**src/rtl/rv_pkg.sv**
```systemverilog
// Shared RV32I decode definitions: opcodes, immediate-select encoding, ID-stage state
// and the control bundle produced by the decoder.
package rv_pkg;

  localparam logic [6:0] OPC_LOAD   = 7'b0000011;
  localparam logic [6:0] OPC_STORE  = 7'b0100011;
  localparam logic [6:0] OPC_OP_IMM = 7'b0010011;
  localparam logic [6:0] OPC_OP     = 7'b0110011;
  localparam logic [6:0] OPC_BRANCH = 7'b1100011;
  localparam logic [6:0] OPC_JAL    = 7'b1101111;
  localparam logic [6:0] OPC_JALR   = 7'b1100111;
  localparam logic [6:0] OPC_LUI    = 7'b0110111;
  localparam logic [6:0] OPC_AUIPC  = 7'b0010111;

  localparam logic [31:0] NOP_INSTR = 32'h0000_0013;

  // The immediate generator decodes this same encoding.
  typedef enum logic [2:0] {
    IMM_S = 3'b000,
    IMM_B = 3'b001,
    IMM_J = 3'b010,
    IMM_I = 3'b011,
    IMM_U = 3'b110
  } imm_sel_e;

  typedef enum logic [1:0] {
    ST_EMPTY  = 2'd0,
    ST_FULL   = 2'd1,
    ST_HAZARD = 2'd2
  } id_state_e;

  typedef struct packed {
    imm_sel_e imm_sel;
    logic     rd_wren;
    logic     mem_rden;
    logic     mem_wren;
    logic     illegal;
    logic     uses_rs1;
    logic     uses_rs2;
  } dec_ctrl_t;

endpackage

```
**src/rtl/id_stage_ctrl_if.sv**
```systemverilog
// IF/EX-facing signal bundle of the decode-stage controller.
// Handshake: a transfer happens on a cycle where valid and ready are both high; valid
// never depends on ready of the same channel, and i_flush cancels any IF transfer.
interface id_stage_ctrl_if #(
  parameter int XLEN        = 32,
  parameter int STALL_CNT_W = 16
);
  logic                   i_if_valid;
  logic [XLEN-1:0]        i_if_instr;
  logic [XLEN-1:0]        i_if_pc;
  logic                   o_if_ready;
  logic                   o_ex_valid;
  logic                   i_ex_ready;
  logic [XLEN-1:0]        o_ex_instr;
  logic [XLEN-1:0]        o_ex_pc;
  logic [2:0]             o_imm_sel;
  logic                   o_rd_wren;
  logic                   o_mem_rden;
  logic                   o_mem_wren;
  logic                   o_illegal;
  logic [4:0]             i_ex_rd;
  logic                   i_ex_is_load;
  logic                   i_flush;
  logic [STALL_CNT_W-1:0] o_stall_cnt;

  modport master (
    output i_if_valid, i_if_instr, i_if_pc, i_ex_ready, i_ex_rd, i_ex_is_load, i_flush,
    input  o_if_ready, o_ex_valid, o_ex_instr, o_ex_pc, o_imm_sel, o_rd_wren,
           o_mem_rden, o_mem_wren, o_illegal, o_stall_cnt
  );

  modport slave (
    input  i_if_valid, i_if_instr, i_if_pc, i_ex_ready, i_ex_rd, i_ex_is_load, i_flush,
    output o_if_ready, o_ex_valid, o_ex_instr, o_ex_pc, o_imm_sel, o_rd_wren,
           o_mem_rden, o_mem_wren, o_illegal, o_stall_cnt
  );
endinterface

```
**src/rtl/id_decode.sv**
```systemverilog
// Combinational opcode decoder: immediate select, control enables and which source
// registers the instruction actually reads.
module id_decode
  import rv_pkg::*;
(
  input  logic [6:0] opcode_i,
  input  logic [4:0] rd_i,
  output dec_ctrl_t  ctrl_o
);

  always_comb begin
    ctrl_o          = '0;
    ctrl_o.imm_sel  = IMM_I;
    ctrl_o.uses_rs1 = 1'b1;
    case (opcode_i)
      OPC_LOAD: begin
        ctrl_o.rd_wren  = 1'b1;
        ctrl_o.mem_rden = 1'b1;
      end
      OPC_STORE: begin
        ctrl_o.imm_sel  = IMM_S;
        ctrl_o.mem_wren = 1'b1;
        ctrl_o.uses_rs2 = 1'b1;
      end
      OPC_OP_IMM: ctrl_o.rd_wren = 1'b1;
      OPC_OP: begin
        ctrl_o.rd_wren  = 1'b1;
        ctrl_o.uses_rs2 = 1'b1;
      end
      OPC_BRANCH: begin
        ctrl_o.imm_sel  = IMM_B;
        ctrl_o.uses_rs2 = 1'b1;
      end
      OPC_JAL: begin
        ctrl_o.imm_sel  = IMM_J;
        ctrl_o.rd_wren  = 1'b1;
        ctrl_o.uses_rs1 = 1'b0;
      end
      OPC_JALR: ctrl_o.rd_wren = 1'b1;
      OPC_LUI, OPC_AUIPC: begin
        ctrl_o.imm_sel  = IMM_U;
        ctrl_o.rd_wren  = 1'b1;
        ctrl_o.uses_rs1 = 1'b0;
      end
      default: ctrl_o.illegal = 1'b1;
    endcase
    // x0 is hardwired; never request a write to it.
    if (rd_i == 5'd0) ctrl_o.rd_wren = 1'b0;
  end

endmodule

```
**src/rtl/id_stage_ctrl.sv**
```systemverilog
// Decode-stage pipeline register between IF and EX: valid/ready on both sides,
// one bubble per load-use hazard, flush from EX, saturating hazard counter.
module id_stage_ctrl
  import rv_pkg::*;
#(
  parameter int XLEN        = 32,
  parameter int STALL_CNT_W = 16
) (
  input  logic            i_clk,
  input  logic            i_rst,
  id_stage_ctrl_if.slave  bus,
  output id_state_e       o_state_dbg
);

  id_state_e              state_q, state_d;
  logic [XLEN-1:0]        instr_q, instr_d;
  logic [XLEN-1:0]        pc_q, pc_d;
  logic [STALL_CNT_W-1:0] stall_cnt_q, stall_cnt_d;

  dec_ctrl_t  dec;
  logic       id_valid;
  logic       hazard;
  logic       ex_valid;
  logic       fire_out;
  logic       if_ready;
  logic       fire_in;
  logic [4:0] rs1, rs2;

  assign rs1 = instr_q[19:15];
  assign rs2 = instr_q[24:20];

  id_decode u_decode (
    .opcode_i (instr_q[6:0]),
    .rd_i     (instr_q[11:7]),
    .ctrl_o   (dec)
  );

  assign id_valid = (state_q != ST_EMPTY);
  assign hazard   = id_valid && bus.i_ex_is_load && (bus.i_ex_rd != 5'd0) &&
                    ((dec.uses_rs1 && (rs1 == bus.i_ex_rd)) ||
                     (dec.uses_rs2 && (rs2 == bus.i_ex_rd)));
  assign ex_valid = id_valid && !hazard && !bus.i_flush;
  assign fire_out = ex_valid && bus.i_ex_ready;
  assign if_ready = !id_valid || fire_out || bus.i_flush;
  assign fire_in  = bus.i_if_valid && if_ready && !bus.i_flush;

  always_ff @(posedge i_clk or posedge i_rst) begin
    if (i_rst) begin
      state_q     <= ST_EMPTY;
      instr_q     <= XLEN'(NOP_INSTR);
      pc_q        <= '0;
      stall_cnt_q <= '0;
    end else begin
      state_q     <= state_d;
      instr_q     <= instr_d;
      pc_q        <= pc_d;
      stall_cnt_q <= stall_cnt_d;
    end
  end

  // The stored state is only EMPTY/FULL; HAZARD is a combinational view of FULL.
  always_comb begin
    state_d     = state_q;
    instr_d     = instr_q;
    pc_d        = pc_q;
    stall_cnt_d = stall_cnt_q;
    if (bus.i_flush) begin
      state_d = ST_EMPTY;
    end else if (fire_in) begin
      state_d = ST_FULL;
      instr_d = bus.i_if_instr;
      pc_d    = bus.i_if_pc;
    end else if (fire_out) begin
      state_d = ST_EMPTY;
    end
    if (hazard && !bus.i_flush && !(&stall_cnt_q))
      stall_cnt_d = stall_cnt_q + STALL_CNT_W'(1);
  end

  always_comb begin
    bus.o_ex_valid  = ex_valid;
    bus.o_if_ready  = if_ready;
    bus.o_ex_instr  = instr_q;
    bus.o_ex_pc     = pc_q;
    bus.o_imm_sel   = dec.imm_sel;
    bus.o_rd_wren   = dec.rd_wren;
    bus.o_mem_rden  = dec.mem_rden;
    bus.o_mem_wren  = dec.mem_wren;
    bus.o_illegal   = dec.illegal;
    bus.o_stall_cnt = stall_cnt_q;
    if (!id_valid)   o_state_dbg = ST_EMPTY;
    else if (hazard) o_state_dbg = ST_HAZARD;
    else             o_state_dbg = ST_FULL;
  end

endmodule

```
**src/flat_wrapper.sv**
```systemverilog
// flat-port wrapper written by rule: the top's interface ports become plain ports
module id_stage_ctrl_flat import rv_pkg::*;
#(
  parameter int XLEN        = 32,
  parameter int STALL_CNT_W = 16
)
  (i_clk, i_rst, o_state_dbg, bus_i_if_valid, bus_i_if_instr, bus_i_if_pc, bus_i_ex_ready, bus_i_ex_rd, bus_i_ex_is_load, bus_i_flush, bus_o_if_ready, bus_o_ex_valid, bus_o_ex_instr, bus_o_ex_pc, bus_o_imm_sel, bus_o_rd_wren, bus_o_mem_rden, bus_o_mem_wren, bus_o_illegal, bus_o_stall_cnt);
  id_stage_ctrl_if #(.XLEN(XLEN), .STALL_CNT_W(STALL_CNT_W)) bus_i ();
  input  logic i_clk;
  input  logic i_rst;
  output id_state_e o_state_dbg;
  input wire logic [$bits(bus_i.i_if_valid)-1:0] bus_i_if_valid;
  input wire logic [$bits(bus_i.i_if_instr)-1:0] bus_i_if_instr;
  input wire logic [$bits(bus_i.i_if_pc)-1:0] bus_i_if_pc;
  input wire logic [$bits(bus_i.i_ex_ready)-1:0] bus_i_ex_ready;
  input wire logic [$bits(bus_i.i_ex_rd)-1:0] bus_i_ex_rd;
  input wire logic [$bits(bus_i.i_ex_is_load)-1:0] bus_i_ex_is_load;
  input wire logic [$bits(bus_i.i_flush)-1:0] bus_i_flush;
  output wire logic [$bits(bus_i.o_if_ready)-1:0] bus_o_if_ready;
  output wire logic [$bits(bus_i.o_ex_valid)-1:0] bus_o_ex_valid;
  output wire logic [$bits(bus_i.o_ex_instr)-1:0] bus_o_ex_instr;
  output wire logic [$bits(bus_i.o_ex_pc)-1:0] bus_o_ex_pc;
  output wire logic [$bits(bus_i.o_imm_sel)-1:0] bus_o_imm_sel;
  output wire logic [$bits(bus_i.o_rd_wren)-1:0] bus_o_rd_wren;
  output wire logic [$bits(bus_i.o_mem_rden)-1:0] bus_o_mem_rden;
  output wire logic [$bits(bus_i.o_mem_wren)-1:0] bus_o_mem_wren;
  output wire logic [$bits(bus_i.o_illegal)-1:0] bus_o_illegal;
  output wire logic [$bits(bus_i.o_stall_cnt)-1:0] bus_o_stall_cnt;
  assign bus_i.i_if_valid = bus_i_if_valid;
  assign bus_i.i_if_instr = bus_i_if_instr;
  assign bus_i.i_if_pc = bus_i_if_pc;
  assign bus_i.i_ex_ready = bus_i_ex_ready;
  assign bus_i.i_ex_rd = bus_i_ex_rd;
  assign bus_i.i_ex_is_load = bus_i_ex_is_load;
  assign bus_i.i_flush = bus_i_flush;
  assign bus_o_if_ready = bus_i.o_if_ready;
  assign bus_o_ex_valid = bus_i.o_ex_valid;
  assign bus_o_ex_instr = bus_i.o_ex_instr;
  assign bus_o_ex_pc = bus_i.o_ex_pc;
  assign bus_o_imm_sel = bus_i.o_imm_sel;
  assign bus_o_rd_wren = bus_i.o_rd_wren;
  assign bus_o_mem_rden = bus_i.o_mem_rden;
  assign bus_o_mem_wren = bus_i.o_mem_wren;
  assign bus_o_illegal = bus_i.o_illegal;
  assign bus_o_stall_cnt = bus_i.o_stall_cnt;
  id_stage_ctrl #(.XLEN(XLEN), .STALL_CNT_W(STALL_CNT_W)) u_core (.i_clk(i_clk), .i_rst(i_rst), .bus(bus_i), .o_state_dbg(o_state_dbg));
endmodule
```
**config.mk**
```make
export PLATFORM = sky130hd
export DESIGN_NAME = id_stage_ctrl_flat
export DESIGN_NICKNAME = d
export VERILOG_FILES = /design/src/rtl/rv_pkg.sv /design/src/rtl/id_stage_ctrl_if.sv /design/src/rtl/id_decode.sv /design/src/rtl/id_stage_ctrl.sv /design/src/flat_wrapper.sv
export SDC_FILE = /design/constraint.sdc
export NUM_CORES = 1
export LEC_CHECK = 0
export ABC_AREA = 0
export BUFFER_PORTS_ARGS = -buffer_cell sky130_fd_sc_hd__clkbuf_2
export CAP_MARGIN = 20
export CORE_MARGIN = 2
export CORE_UTILIZATION = 46
export DETAILED_ROUTE_END_ITERATION = 10
export HOLD_SLACK_MARGIN = 0.03
export PLACE_DENSITY_LB_ADDON = 0.08
export SETUP_SLACK_MARGIN = 0.2
export SYNTH_ARGS = -nofsm -noshare
export SYNTH_HDL_FRONTEND = slang
export SYNTH_SLANG_ARGS = --single-unit
```
**constraint.sdc**
```tcl
create_clock -name i_clk -period 3.5 [get_ports i_clk]
set_input_delay 0.7 -clock i_clk [delete_from_list [all_inputs] [get_ports i_clk]]
set_output_delay 0.7 -clock i_clk [all_outputs]
set_load 0.05 [all_outputs]
```
## Word level (Yosys, flattened, before mapping)

Index checks and enable logic that the tools add are counted.

- Register bits: 82
- Bits in latches: 0
- RAM bits: 0
- Memory bits (read-only): 0
- Input bits: 75
- Output and inout bits: 91
- Logic and storage cells: 60
- Memories kept: 0

- $add $sub $neg: 1
- Multipliers: 0
- Divide/modulo/power cells: 0
- $lt $le $gt $ge: 0
- Eq/ne operators: 11
- Shift operators: 0
- Multiplexer cells: 13
- Bitwise logic cells: 1
- Reduce and logical (&&, ||, !) cells: 30

Operators by type and width:

| operator | number |
|---|---|
| $eq 7x6->1 const B | 3 |
| $eq 7x7->1 const B | 3 |
| $add 16x1->16 const B | 1 |
| $reduce_and 16->1 | 1 |
| $eq 7x5->1 const B | 2 |
| $logic_and 1x1->1 | 12 |
| $pmux 3 s4 | 1 |
| $eq 5x5->1 | 2 |
| $mux 2 | 5 |
| $reduce_or 9->1 | 1 |
| $eq 7x2->1 const B | 1 |
| $mux 1 | 7 |
| $reduce_or 7->1 | 1 |
| $reduce_or 3->1 | 2 |
| $logic_not 5->1 | 1 |
| $reduce_bool 5->1 | 1 |
| $logic_not 1->1 | 4 |
| $logic_or 1x1->1 | 3 |
| $reduce_bool 3->1 | 1 |
| $reduce_and 2->1 | 1 |
| $reduce_bool 2->1 | 1 |
| $reduce_or 2->1 | 1 |
| $not 1->1 | 1 |

## Depth between registers and ports, before layout

Gate-level depths: netlist of run 1.

- Word-level depth: 16
- Mapped depth: 8
- Gate-level depth less buffers: 7

## Modules after synthesis

Synthesis of run 1 repeated with hierarchy kept, for this count alone.

- Cells, all modules: 508
- Area, all modules: 4,890.9 um^2

Modules (own cells, without submodules):

| module | instances | cells an instance | area each (um^2) | sequential area each (um^2) |
|---|---|---|---|---|
| id_stage_ctrl | 1 | 481 | 4,703.3 | 2,030.7 |
| id_decode | 1 | 27 | 187.7 | 0.0 |

## Worst setup path after synthesis of run 1

Ideal clock, no wire load.

- Path type: reg2out
- Start: register u_core.instr_q[2] (netlist: u_core.bus.o_ex_instr[2])
- End: output bus_o_imm_sel[0]
- Data arrival time: 2,733 ps
- Required time: 2,800 ps
- Path slack: 67 ps
- Stages on the path, launching flop included: 5
- Buffers on the path: 0
- Cells stage by stage: dfrtp_1 -> nand4bb_1 -> or3b_2 -> nor2_1 -> nor2_1

- Word-level cells in the longest chain between the ends: 3
- Elaborated cells between the ends (all ways): 7
- Those cells by class: 5 x eq/ne; 1 x mux; 1 x reduce/logical

Ends and longest elaborated chain:

| item | line | source |
|---|---|---|
| start, declared | id_stage_ctrl.sv:16 | `logic [XLEN-1:0] instr_q, instr_d;` |
| start signal, assigned | id_stage_ctrl.sv:50 | `instr_q <= XLEN'(NOP_INSTR);` |
| start signal, assigned | id_stage_ctrl.sv:55 | `instr_q <= instr_d;` |
| $eq 7x6->1 / $eq 7x5->1 (equally long branches) | id_decode.sv:15 | `case (opcode_i)` |
| $reduce_or 2->1 | -- |  |
| $pmux 3 s4 * | id_decode.sv:15 |  |
| end, declared | flat_wrapper.sv:23 | `output wire logic [$bits(bus_i.o_imm_sel)-1:0] bus_o_imm_sel;` |

Every way passes the cells marked *; elsewhere a longest branch is shown, timed or not.

## Worst setup path in the final report of run 1

- Start: input bus_i_ex_rd[1]
- End: output bus_o_if_ready

- Word-level cells in the longest chain between the ends: 10
- Elaborated cells between the ends (all ways): 14
- Those cells by class: 2 x eq/ne; 12 x reduce/logical

Ends and longest elaborated chain:

| item | line | source |
|---|---|---|
| start, declared | flat_wrapper.sv:16 | `input wire logic [$bits(bus_i.i_ex_rd)-1:0] bus_i_ex_rd;` |
| $eq 5x5->1, on equally long branches | id_stage_ctrl.sv:40, id_stage_ctrl.sv:41 |  |
| $logic_and 1x1->1, on equally long branches | id_stage_ctrl.sv:40, id_stage_ctrl.sv:41 |  |
| $logic_or 1x1->1 | id_stage_ctrl.sv:40 | `((dec.uses_rs1 && (rs1 == bus.i_ex_rd)) \|\|` |
| $logic_and 1x1->1 * | id_stage_ctrl.sv:39 | `assign hazard = id_valid && bus.i_ex_is_load && (bus.i_ex_rd != 5'd0) &&` |
| $logic_not 1->1 * | id_stage_ctrl.sv:42 | `assign ex_valid = id_valid && !hazard && !bus.i_flush;` |
| $logic_and 1x1->1 * (2 in a row) | id_stage_ctrl.sv:42 |  |
| $logic_and 1x1->1 * | id_stage_ctrl.sv:43 | `assign fire_out = ex_valid && bus.i_ex_ready;` |
| $logic_or 1x1->1 * (2 in a row) | id_stage_ctrl.sv:44 | `assign if_ready = !id_valid \|\| fire_out \|\| bus.i_flush;` |
| end, declared | flat_wrapper.sv:19 | `output wire logic [$bits(bus_i.o_if_ready)-1:0] bus_o_if_ready;` |

Marked as above.

==> impl_metrics.toml, run 1 <==
[yosys]
synth.top_cells.by_area = "sky130_fd_sc_hd__dfrtp_1 (55%), sky130_fd_sc_hd__mux2_2 (15%), sky130_fd_sc_hd__mux2_1 (6.1%), sky130_fd_sc_hd__xnor2_1 (4.0%), sky130_fd_sc_hd__dfstp_2 (2.2%)"
synthesis.area_per_instance_um2 = 13.6
area_share_of_fa_ha_maj_cells_after_synthesis_pct = 0.355
post_synthesis_share_of_cell_area_spent_on_and_or_nand_and_nor_gates_pct = 9.73
yosys.area.top_type = "sky130_fd_sc_hd__dfrtp_1"
post_synth_xor_area_fraction_pct = 6.21
yosys_register_bits = 81
largest_family_of_logic_cells_by_synthesized_area = "multiplexers"
synthDominantCellAreaShare_pct = 55.4
synth_compound_area_share_pct = 2.70
syn_area_um2 = 3520
post_synthesis_cell_count = 259
synth.mux.area_fraction_pct = 20.8
mappedNetlistNets = 335
yosys.cell_types.count = 34
synth.yosys.seq_area_share_pct = 57.6
total_of_warnings_raised_by_yosys = 0

[global_routing]
pin_count_of_the_biggest_net_entering_global_routing = 50
grt_antenna_before_repair = 0
grt_pass1_vias = 2648
gr-usage-all-layers_pct = 18.9
global_route_wire_length_before_repair_um = 12600
grt_remaining_overflow = 0

[sta]
fin_tns_setup_ns = 0
worst_clock_skew_ns = 0.0127
report.final.hold_viol_count = 0
timing.final.crit_period_ns = 3.02
unrepaired_setup_endpoints_after_global_routing = "false"
setup_violations = 0
final_report_max_slew_violation_count = 0
max-slew-margin-rel_pct = 55.6
fin_ws_ns = 0.477
f_max_ghz = 0.331
post-route-period-util_pct = 86.4
worst_max_slew_pin_slew_ns = 0.666

[setup_path]
cp.required_ns = 2.80
critPathKind = "input pin to output pin"
crit_path_start_kind = "input pin"
worstSetupEndpointType = "output pin"
critPathArrivalTime_ns = 2.32
crit_fanout = 3

[final_layout]
seqCellArea_um2 = 2030
antenna_cells_inserted = 0
area_growth_syn_to_layout_pct = 31.3
nets = 507
multiInputGateArea_um2 = 1400
layout.cell_area.non_filler_um2 = 4630
fillers = 623
post_route_cells_drive_above_1_share_pct = 54.8

[floorplan]
die_w_um = 91.5
fp.dieArea_um2 = 8380
row_count = 31
num_io_pins = 166
core_um2 = 7330
initial_utilization_pct = 48.1
die_h_um = 91.5

[power_and_ir_drop]
static_leakage_nw = 2.28
worst_ir_drop_vdd_v = 0.000345
cellPowerDensity_nw_per_um2 = 607

[detailed_routing]
detailed_route_iter0_violations = 34
totalWireLength_um = 7570
drc_errors = 0
route.antenna.remaining_nets = 0
detailroute.via_count = 2617
detailedRoute.firstPassIterationCount = 4
detail_route.vias_per_cell = 4.89
route.detailed.wl_per_inst_um = 14.1

[run]
maxCapViolations = 0

[placed_design]
detailedPlacementHpwl_um = 5820
pre_cts_setup_slack_ns = 0.475
gp_congestion = 0.808
placement.io_buffers = 165
placedInstanceArea_um2 = 4440

[clock_network]
clk_pin_slew_worst_paths_ns = 0.09
post-cts-setup-buffer-count = 0
clock_tree.buffer_depth = 2
clockRootBuffer = "sky130_fd_sc_hd__clkbuf_8"
insertion_delay_ns = 0.34
tritoncts = "built"
cts_made_buffers = 9
htreeDepth = 3
cts-resized-gates = 0
clock_sink_count = 81
hold_buf_cts = 0

[status]
run_status = "complete, no violations"

[hold_path]
holdCritPathClass = "input pin to asynchronous set/reset pin"
-- power by group --
group          total, mW  switching [mW]  internal, mW
Clock              0.622           0.325         0.297
Combinational      0.998           0.722         0.276
Sequential          1.19           0.106          1.08
-- flip-flops by register name, summed over array words and instances, names as in the netlist --
name                    flops
u_core.bus.o_ex_instr      32
u_core.bus.o_ex_pc         32
u_core.bus.o_stall_cnt     16
u_core.state_q              1
-- final cells by class --
cell class,count,share of cell area (%)
clock inverters,4,0.622
repair buffers,169,18.8
flip-flops and latches,81,43.9
clock buffers,12,3.35
multi-input cells,166,30.3
well taps,99,2.68
inverters,4,0.352
-- cells in the mapped netlist (all sizes together) --
master and n:
dfrtp 78, mux2 65, xnor2 16, nand2 12
nor2 12, nand3 10, xor2 9, buf 8
and3 5, nand4 5, a21oi 4, inv 4
nor3 4, dfstp 3, nand2b 3, nand4b 3
o21ai 3, a21o 2, nand3b 2, nand4bb 2
or3b 2, a21boi 1, a41o 1, and2 1
ha 1, nor4 1, o22ai 1, or4 1
-- critical path, stage by stage --
cell                        delay [ns]
sky130_fd_sc_hd__clkbuf_2         0.11
sky130_fd_sc_hd__or4_1            0.56
sky130_fd_sc_hd__o21ai_2          0.16
sky130_fd_sc_hd__nand4bb_1        0.20
sky130_fd_sc_hd__nand2_1          0.11
sky130_fd_sc_hd__nand2_1          0.10
sky130_fd_sc_hd__a21o_1           0.11
sky130_fd_sc_hd__clkbuf_2         0.27
-- final timing paths --
check | start | end | slack [ns] | cells after the start
max reg2reg | u_core.bus.o_ex_instr[0]$_DFFE_PP1P_ | u_core.bus.o_stall_cnt[13]$_DFFE_PP0P_ | 1.11 | 6
min reg2reg | u_core.bus.o_ex_pc[13]$_DFFE_PP0P_ | u_core.bus.o_ex_pc[13]$_DFFE_PP0P_ | 0.49 | 1
min | i_rst | u_core.bus.o_ex_pc[21]$_DFFE_PP0P_ | 0.28 | 2
max in group asynchronous | i_rst | u_core.bus.o_ex_instr[4]$_DFFE_PP1P_ | 2.44 | 3
max | bus_i_ex_rd[1] | bus_o_if_ready | 0.48 | 8
min in group i_clk | u_core.bus.o_ex_pc[13]$_DFFE_PP0P_ | u_core.bus.o_ex_pc[13]$_DFFE_PP0P_ | 0.49 | 1
-- cells by family after synthesis --
group                      Yosys count
AOI/OAI and AO/OA                   12
xor gates and xnor gates            25
adders and majority gates            1
buffers and inverters               12
DFF                                 81
muxes                               65
and+or+nand+nor                     63
-- metal layers --
metal  wire length (um)  global-route usage [%]  vias up
li1                   -                       -     1259
met1               3240                    24.2     1245
met2               3600                    30.1       99
met3                578                    5.23       14
met4                157                    7.95        0
met5                  0                       0        -
-- stage by stage --
stage / utilization (%) / std cells / total power, mW / hold WS (ns)
after floorplan: - / 259 / 1.96 / 0.558
after global placement: 60.6 / 519 / 2.20 / 0.467
after detailed placement: 60.6 / 519 / 2.22 / 0.476
after CTS: 63.1 / 535 / 2.84 / 0.272
after global routing: 63.1 / 535 / 2.95 / 0.295
final: 63.1 / 535 / 2.81 / 0.277
-- layout by cell type, fill, tap and decap left out, types with 2 or more instances in the layout --
cell	instances
sky130_fd_sc_hd__clkinv_2	2
sky130_fd_sc_hd__dfstp_2	3
sky130_fd_sc_hd__mux2_2	46
sky130_fd_sc_hd__nand2b_1	3
sky130_fd_sc_hd__buf_4	3
sky130_fd_sc_hd__a21oi_1	3
sky130_fd_sc_hd__clkbuf_2	165
sky130_fd_sc_hd__clkinvlp_4	2
sky130_fd_sc_hd__and3_1	5
sky130_fd_sc_hd__nor2_1	11
sky130_fd_sc_hd__a21o_1	2
sky130_fd_sc_hd__inv_1	3
sky130_fd_sc_hd__nand4b_1	3
sky130_fd_sc_hd__xor2_1	9
sky130_fd_sc_hd__clkbuf_8	11
sky130_fd_sc_hd__xnor2_1	16
sky130_fd_sc_hd__nand3_1	10
sky130_fd_sc_hd__nand2_1	12
sky130_fd_sc_hd__nand3b_1	2
sky130_fd_sc_hd__nand4_1	5
sky130_fd_sc_hd__nand4bb_1	2
sky130_fd_sc_hd__mux2_1	19
sky130_fd_sc_hd__nor3_1	4
sky130_fd_sc_hd__dfrtp_1	78
Note: power is estimated with default switching activity, not from simulation.
==> inputs of run 2 (changes only) <==
--- a/config.mk
+++ b/config.mk
@@ -10,7 +10,9 @@
 export CAP_MARGIN = 20
 export CORE_MARGIN = 2
 export CORE_UTILIZATION = 46
+export CTS_BUF_LIST = sky130_fd_sc_hd__clkbuf_8 sky130_fd_sc_hd__clkbuf_16
 export DETAILED_ROUTE_END_ITERATION = 10
+export GPL_ROUTABILITY_DRIVEN = 1
 export HOLD_SLACK_MARGIN = 0.03
 export PLACE_DENSITY_LB_ADDON = 0.08
 export SETUP_SLACK_MARGIN = 0.2
==> run 2 against run 1 <==
Core utilization stayed put. Clock skew stayed put. Clock power hardly changed. Non-clock buffer count stayed put. Routed wire length stayed put. Clock-buffer cell count is 1 lower. Combinational power hardly changed. Hold slack stayed put. Via count hardly changed.
==> impl_metrics.toml, run 2 (synthesized netlist as in run 1, its figures left out) <==
[floorplan]
num_io_pins = 166
initial_utilization_pct = 48.1
die_w_um = 91.5
die_h_um = 91.5
row_count = 31
fp.dieArea_um2 = 8380
core_um2 = 7330

[placed_design]
placement.io_buffers = 165
gp_congestion = 0.808
detailedPlacementHpwl_um = 5820

[sta]
final_report_max_slew_violation_count = 0
setup_violations = 0
report.final.hold_viol_count = 0
timing.final.crit_period_ns = 3.02
worst_clock_skew_ns = 0.0127
fin_tns_setup_ns = 0
worst_hold_slack_ns = 0.277
f_max_ghz = 0.331
post-route-period-util_pct = 86.4
max-slew-margin-rel_pct = 55.6
unrepaired_setup_endpoints_after_global_routing = "false"
worst_max_slew_pin_slew_ns = 0.666

[clock_network]
htreeDepth = 3
tritoncts = "built"
cts_made_buffers = 9
hold_buf_cts = 0
clk_pin_slew_worst_paths_ns = 0.09
clock_tree.buffer_depth = 2
cts-resized-gates = 0
post-cts-setup-buffer-count = 0
clock_sink_count = 81
insertion_delay_ns = 0.34
clockRootBuffer = "sky130_fd_sc_hd__clkbuf_8"

[global_routing]
global_route_wire_length_before_repair_um = 12600
pin_count_of_the_biggest_net_entering_global_routing = 50
grt_pass1_vias = 2648
grt_remaining_overflow = 0
grt_antenna_before_repair = 0
gr-usage-all-layers_pct = 18.9

[setup_path]
regToRegSetupSlack_ns = 1.11
reg2regPathDepth = 5
critPathArrivalTime_ns = 2.32
crit_path_start_kind = "input pin"
crit_fanout = 3
worst_setup_path_startpoint = "bus_i_ex_rd[1]"
cp.required_ns = 2.80
worst_r2r_startpoint = "u_core.bus.o_ex_instr[0]$_DFFE_PP1P_"
end_of_the_worst_register_to_register_path = "u_core.bus.o_stall_cnt[1]$_DFFE_PP0P_"
worstSetupEndpointType = "output pin"
critPathKind = "input pin to output pin"

[final_layout]
post_route_cells_drive_above_1_share_pct = 54.8
area_growth_syn_to_layout_pct = 31.3
antenna_cells_inserted = 0
layout.cells.most_common = "sky130_fd_sc_hd__clkbuf_2"
final_cell_mix = "sky130_fd_sc_hd__clkbuf_2 (165), sky130_fd_sc_hd__dfrtp_1 (78), sky130_fd_sc_hd__mux2_2 (46), sky130_fd_sc_hd__mux2_1 (19), sky130_fd_sc_hd__xnor2_1 (16)"
nets = 507

[detailed_routing]
totalWireLength_um = 7570
route.detailed.wl_per_inst_um = 14.1
route.antenna.remaining_nets = 0
detailedRoute.firstPassIterationCount = 4
detail_route.vias_per_cell = 4.90
detailroute.via_count = 2619
detailed_route_iter0_violations = 34
drc_errors = 0

[status]
run_status = "complete, no violations"

[power_and_ir_drop]
static_leakage_nw = 2.29
cellPowerDensity_nw_per_um2 = 606
worst_ir_drop_vdd_v = 0.000346

[hold_path]
holdCritPathClass = "input pin to asynchronous set/reset pin"

[run]
maxCapViolations = 0
-- run 2: changes by cell type in the layout (fill, tap and decap cells not counted) --
cell | previous run | this run
sky130_fd_sc_hd__clkbuf_1 | 1 | 0
sky130_fd_sc_hd__inv_1 | 3 | 4
-- run 2: worst max path at each step --
stage / endpoint / cells after the start
detailed placement: bus_o_if_ready / 8
CTS: bus_o_if_ready / 8
global placement: bus_o_if_ready / 8
finish: bus_o_if_ready / 8
floorplan: bus_o_imm_sel[0] / 4
global route: bus_o_if_ready / 7
-- run 2: where the power goes --
group | total, mW | switching (mW) | internal (mW)
clock | 0.619 | 0.325 | 0.294
sequential | 1.19 | 0.106 | 1.08
combinational | 0.998 | 0.722 | 0.276
total | 2.81 | 1.15 | 1.65
-- run 2: critical path, cell delays in order --
cell and delay [ns]:
sky130_fd_sc_hd__clkbuf_2 0.11, sky130_fd_sc_hd__or4_1 0.56, sky130_fd_sc_hd__o21ai_2 0.16, sky130_fd_sc_hd__nand4bb_1 0.20, sky130_fd_sc_hd__nand2_1 0.11, sky130_fd_sc_hd__nand2_1 0.10
sky130_fd_sc_hd__a21o_1 0.11, sky130_fd_sc_hd__clkbuf_2 0.27
-- run 2: layout make-up --
class / instances / area, um2
Multi-Input combinational cell: 166 / 1400
Fill cell: 623 / 2700
Clock inverter: 5 / 32.5
Timing Repair Buffer: 169 / 868
Inverter: 4 / 16.3
Tap cell: 99 / 124
Clock buffer: 11 / 151
Sequential cell: 81 / 2030
-- run 2: layer usage --
metal	global-route usage, %	vias to the layer above	routed length, um
met4	7.95	0	157
li1	-	1259	-
met1	24.2	1247	3240
met2	30.1	99	3590
met3	5.23	14	578
met5	0	-	0
-- run 2: metrics by stage --
stage          cell area (um2)  util [%]  worst slack, ns  std cells  power, mW
6_report                  4630      63.1            0.477        535       2.81
5_1_grt                   4630      63.1            0.331        535       2.94
4_1_cts                   4630      63.1            0.477        535       2.84
3_5_place_dp              4440      60.6            0.475        519       2.22
3_3_place_gp              4440      60.6            0.524        519       2.20
2_1_floorplan             3530         -            0.385        259       1.96
==> inputs of run 3 (changes only) <==
--- a/config.mk
+++ b/config.mk
@@ -8,8 +8,7 @@
 export ABC_AREA = 0
 export BUFFER_PORTS_ARGS = -buffer_cell sky130_fd_sc_hd__clkbuf_2
 export CAP_MARGIN = 20
-export CORE_MARGIN = 2
-export CORE_UTILIZATION = 46
+export CORE_UTILIZATION = 26
 export CTS_BUF_LIST = sky130_fd_sc_hd__clkbuf_8 sky130_fd_sc_hd__clkbuf_16
 export DETAILED_ROUTE_END_ITERATION = 10
 export GPL_ROUTABILITY_DRIVEN = 1
==> run 3 against run 2 <==
Combinational power hardly changed. Core utilization is 27 points lower. Clock skew is 0.0051 ns lower. Final area is 4.7% higher. Clock-buffer cell count is 1 lower. Routed wire length is 15% higher. Via count is 1.9% higher. Highest routed layer unchanged.
==> impl_metrics.toml, run 3 (synthesized netlist as in run 1, its figures left out) <==
[setup_path]
worstSetupEndpointType = "output pin"
crit_fanout = 3
cp.required_ns = 2.80
crit_path_start_kind = "input pin"
worstPathCellList = "clkbuf_2, or4_1, o21ai_2, nand4bb_1, nand2_1, nand2_1, a21o_1, clkbuf_2"
critPathKind = "input pin to output pin"
critical-path-max-stage-delay_ns = 0.55
critPathArrivalTime_ns = 2.37
worst_path_cell_with_the_longest_stage_delay = "sky130_fd_sc_hd__or4_1"

[global_routing]
grt_remaining_overflow = 0
pin_count_of_the_biggest_net_entering_global_routing = 65
grt_pass1_vias = 2662
gr-usage-all-layers_pct = 13.1
global_route_wire_length_before_repair_um = 14000
grt_antenna_before_repair = 0

[sta]
f_max_ghz = 0.326
worst_hold_slack_ns = 0.483
worst_max_slew_pin_slew_ns = 0.842
timing.final.crit_period_ns = 3.07
fin_tns_setup_ns = 0
final_report_max_slew_violation_count = 0
unrepaired_setup_endpoints_after_global_routing = "false"
max-slew-margin-rel_pct = 43.8
setup_violations = 0
worst_clock_skew_ns = 0.00757
post-route-period-util_pct = 87.7
report.final.hold_viol_count = 0

[floorplan]
initial_utilization_pct = 26.6
core_um2 = 13200
num_io_pins = 166
row_count = 42
die_h_um = 118
die_w_um = 118
fp.dieArea_um2 = 14000

[detailed_routing]
route.antenna.remaining_nets = 0
dr_wl_met2_um = 4100
detailedRoute.firstPassIterationCount = 4
detailroute.via_count = 2668
route.detailed.wl_per_inst_um = 14.1
highest_layer = "met4"
wl_met3_um = 627
detail_route.vias_per_cell = 4.35
wirelength_met1_um = 3860
detailed_route_iter0_violations = 109
totalWireLength_um = 8660
drc_errors = 0

[power_and_ir_drop]
cellPowerDensity_nw_per_um2 = 646
static_leakage_nw = 2.35
worst_ir_drop_vdd_v = 0.000404

[final_layout]
antenna_cells_inserted = 0
nets = 508
post_route_cells_drive_above_1_share_pct = 54.9
final_cell_mix = "sky130_fd_sc_hd__clkbuf_2 (165), sky130_fd_sc_hd__dfrtp_1 (78), sky130_fd_sc_hd__mux2_2 (46), sky130_fd_sc_hd__mux2_1 (19), sky130_fd_sc_hd__xnor2_1 (16)"
layout.cells.most_common = "sky130_fd_sc_hd__clkbuf_2"
area_growth_syn_to_layout_pct = 37.5

[hold_path]
holdCritPathClass = "flip-flop to flip-flop"

[placed_design]
detailedPlacementHpwl_um = 6340
placement.io_buffers = 165
gp_congestion = 0.713

[clock_network]
htreeDepth = 3
tritoncts = "built"
cts_made_buffers = 9
cts-resized-gates = 0
hold_buf_cts = 0
insertion_delay_ns = 0.34
clockRootBuffer = "sky130_fd_sc_hd__clkbuf_16"
post-cts-setup-buffer-count = 0
clk_pin_slew_worst_paths_ns = 0.06
clock_tree.buffer_depth = 2
clock_sink_count = 81

[status]
run_status = "complete, no violations"

[run]
maxCapViolations = 0
-- run 3: cell count changes in the layout (fill, tap and decap cells not counted) --
cell and change:
sky130_fd_sc_hd__buf_4 +1, sky130_fd_sc_hd__clkbuf_16 +9, sky130_fd_sc_hd__clkbuf_8 -10, sky130_fd_sc_hd__clkinv_4 -1
sky130_fd_sc_hd__bufinv_16 +1, sky130_fd_sc_hd__clkinv_2 +1
-- run 3: metal layers --
layer  GRT usage (%)  vias up
met3            5.79        6
met1            15.9     1319
met2            20.8       87
li1                -     1256
met5               0        -
met4            4.03        0
-- run 3: through the flow --
stage	power [mW]	cell area [um2]	worst slack, ns	util, %	instances
6_report	3.13	4840	0.430	36.6	613
5_1_grt	3.29	4840	0.259	36.6	613
4_1_cts	3.19	4840	0.420	36.6	613
3_5_place_dp	2.22	4550	0.426	34.3	597
3_3_place_gp	2.22	4550	0.455	34.3	597
2_1_floorplan	1.96	3530	0.385	-	259
-- run 3: final cells by class --
class | instances | area (um2)
Inverter | 4 | 16.3
Tap cell | 176 | 220
Sequential cell | 81 | 2030
Clock buffer | 10 | 239
Fill cell | 1384 | 8400
Clock inverter | 6 | 58.8
Timing Repair Buffer | 170 | 876
Multi-Input combinational cell | 166 | 1400
-- run 3: final timing paths --
| check | startpoint | endpoint | slack, ns | cells past startpoint |
|---|---|---|---|---|
| setup / recovery | bus_i_ex_rd[1] | bus_o_if_ready | 0.43 | 8 |
| max in group asynchronous | i_rst | u_core.bus.o_ex_instr[1]$_DFFE_PP1P_ | 2.27 | 3 |
| setup reg to reg | u_core.bus.o_ex_instr[1]$_DFFE_PP1P_ | u_core.bus.o_stall_cnt[1]$_DFFE_PP0P_ | 1.01 | 5 |
| hold reg to reg | u_core.bus.o_ex_instr[30]$_DFFE_PP0P_ | u_core.bus.o_ex_instr[30]$_DFFE_PP0P_ | 0.48 | 1 |
| min in group asynchronous | i_rst | u_core.bus.o_ex_pc[19]$_DFFE_PP0P_ | 0.49 | 2 |
| hold / removal | u_core.bus.o_ex_instr[30]$_DFFE_PP0P_ | u_core.bus.o_ex_instr[30]$_DFFE_PP0P_ | 0.48 | 1 |
-- run 3: worst max-delay path, delay by kind of cell --
| family | cells | cell delay (ns) |
|---|---|---|
| AND/OR/NAND/NOR | 4 | 0.99 |
| buffers and inverters | 2 | 0.39 |
| AO/OA/AOI/OAI | 2 | 0.29 |
-- run 3: power breakdown --
part	switching, mW	total, mW	internal, mW
clock network	0.376	0.943	0.567
registers	0.106	1.19	1.08
logic	0.723	0.998	0.275
total	1.20	3.13	1.93
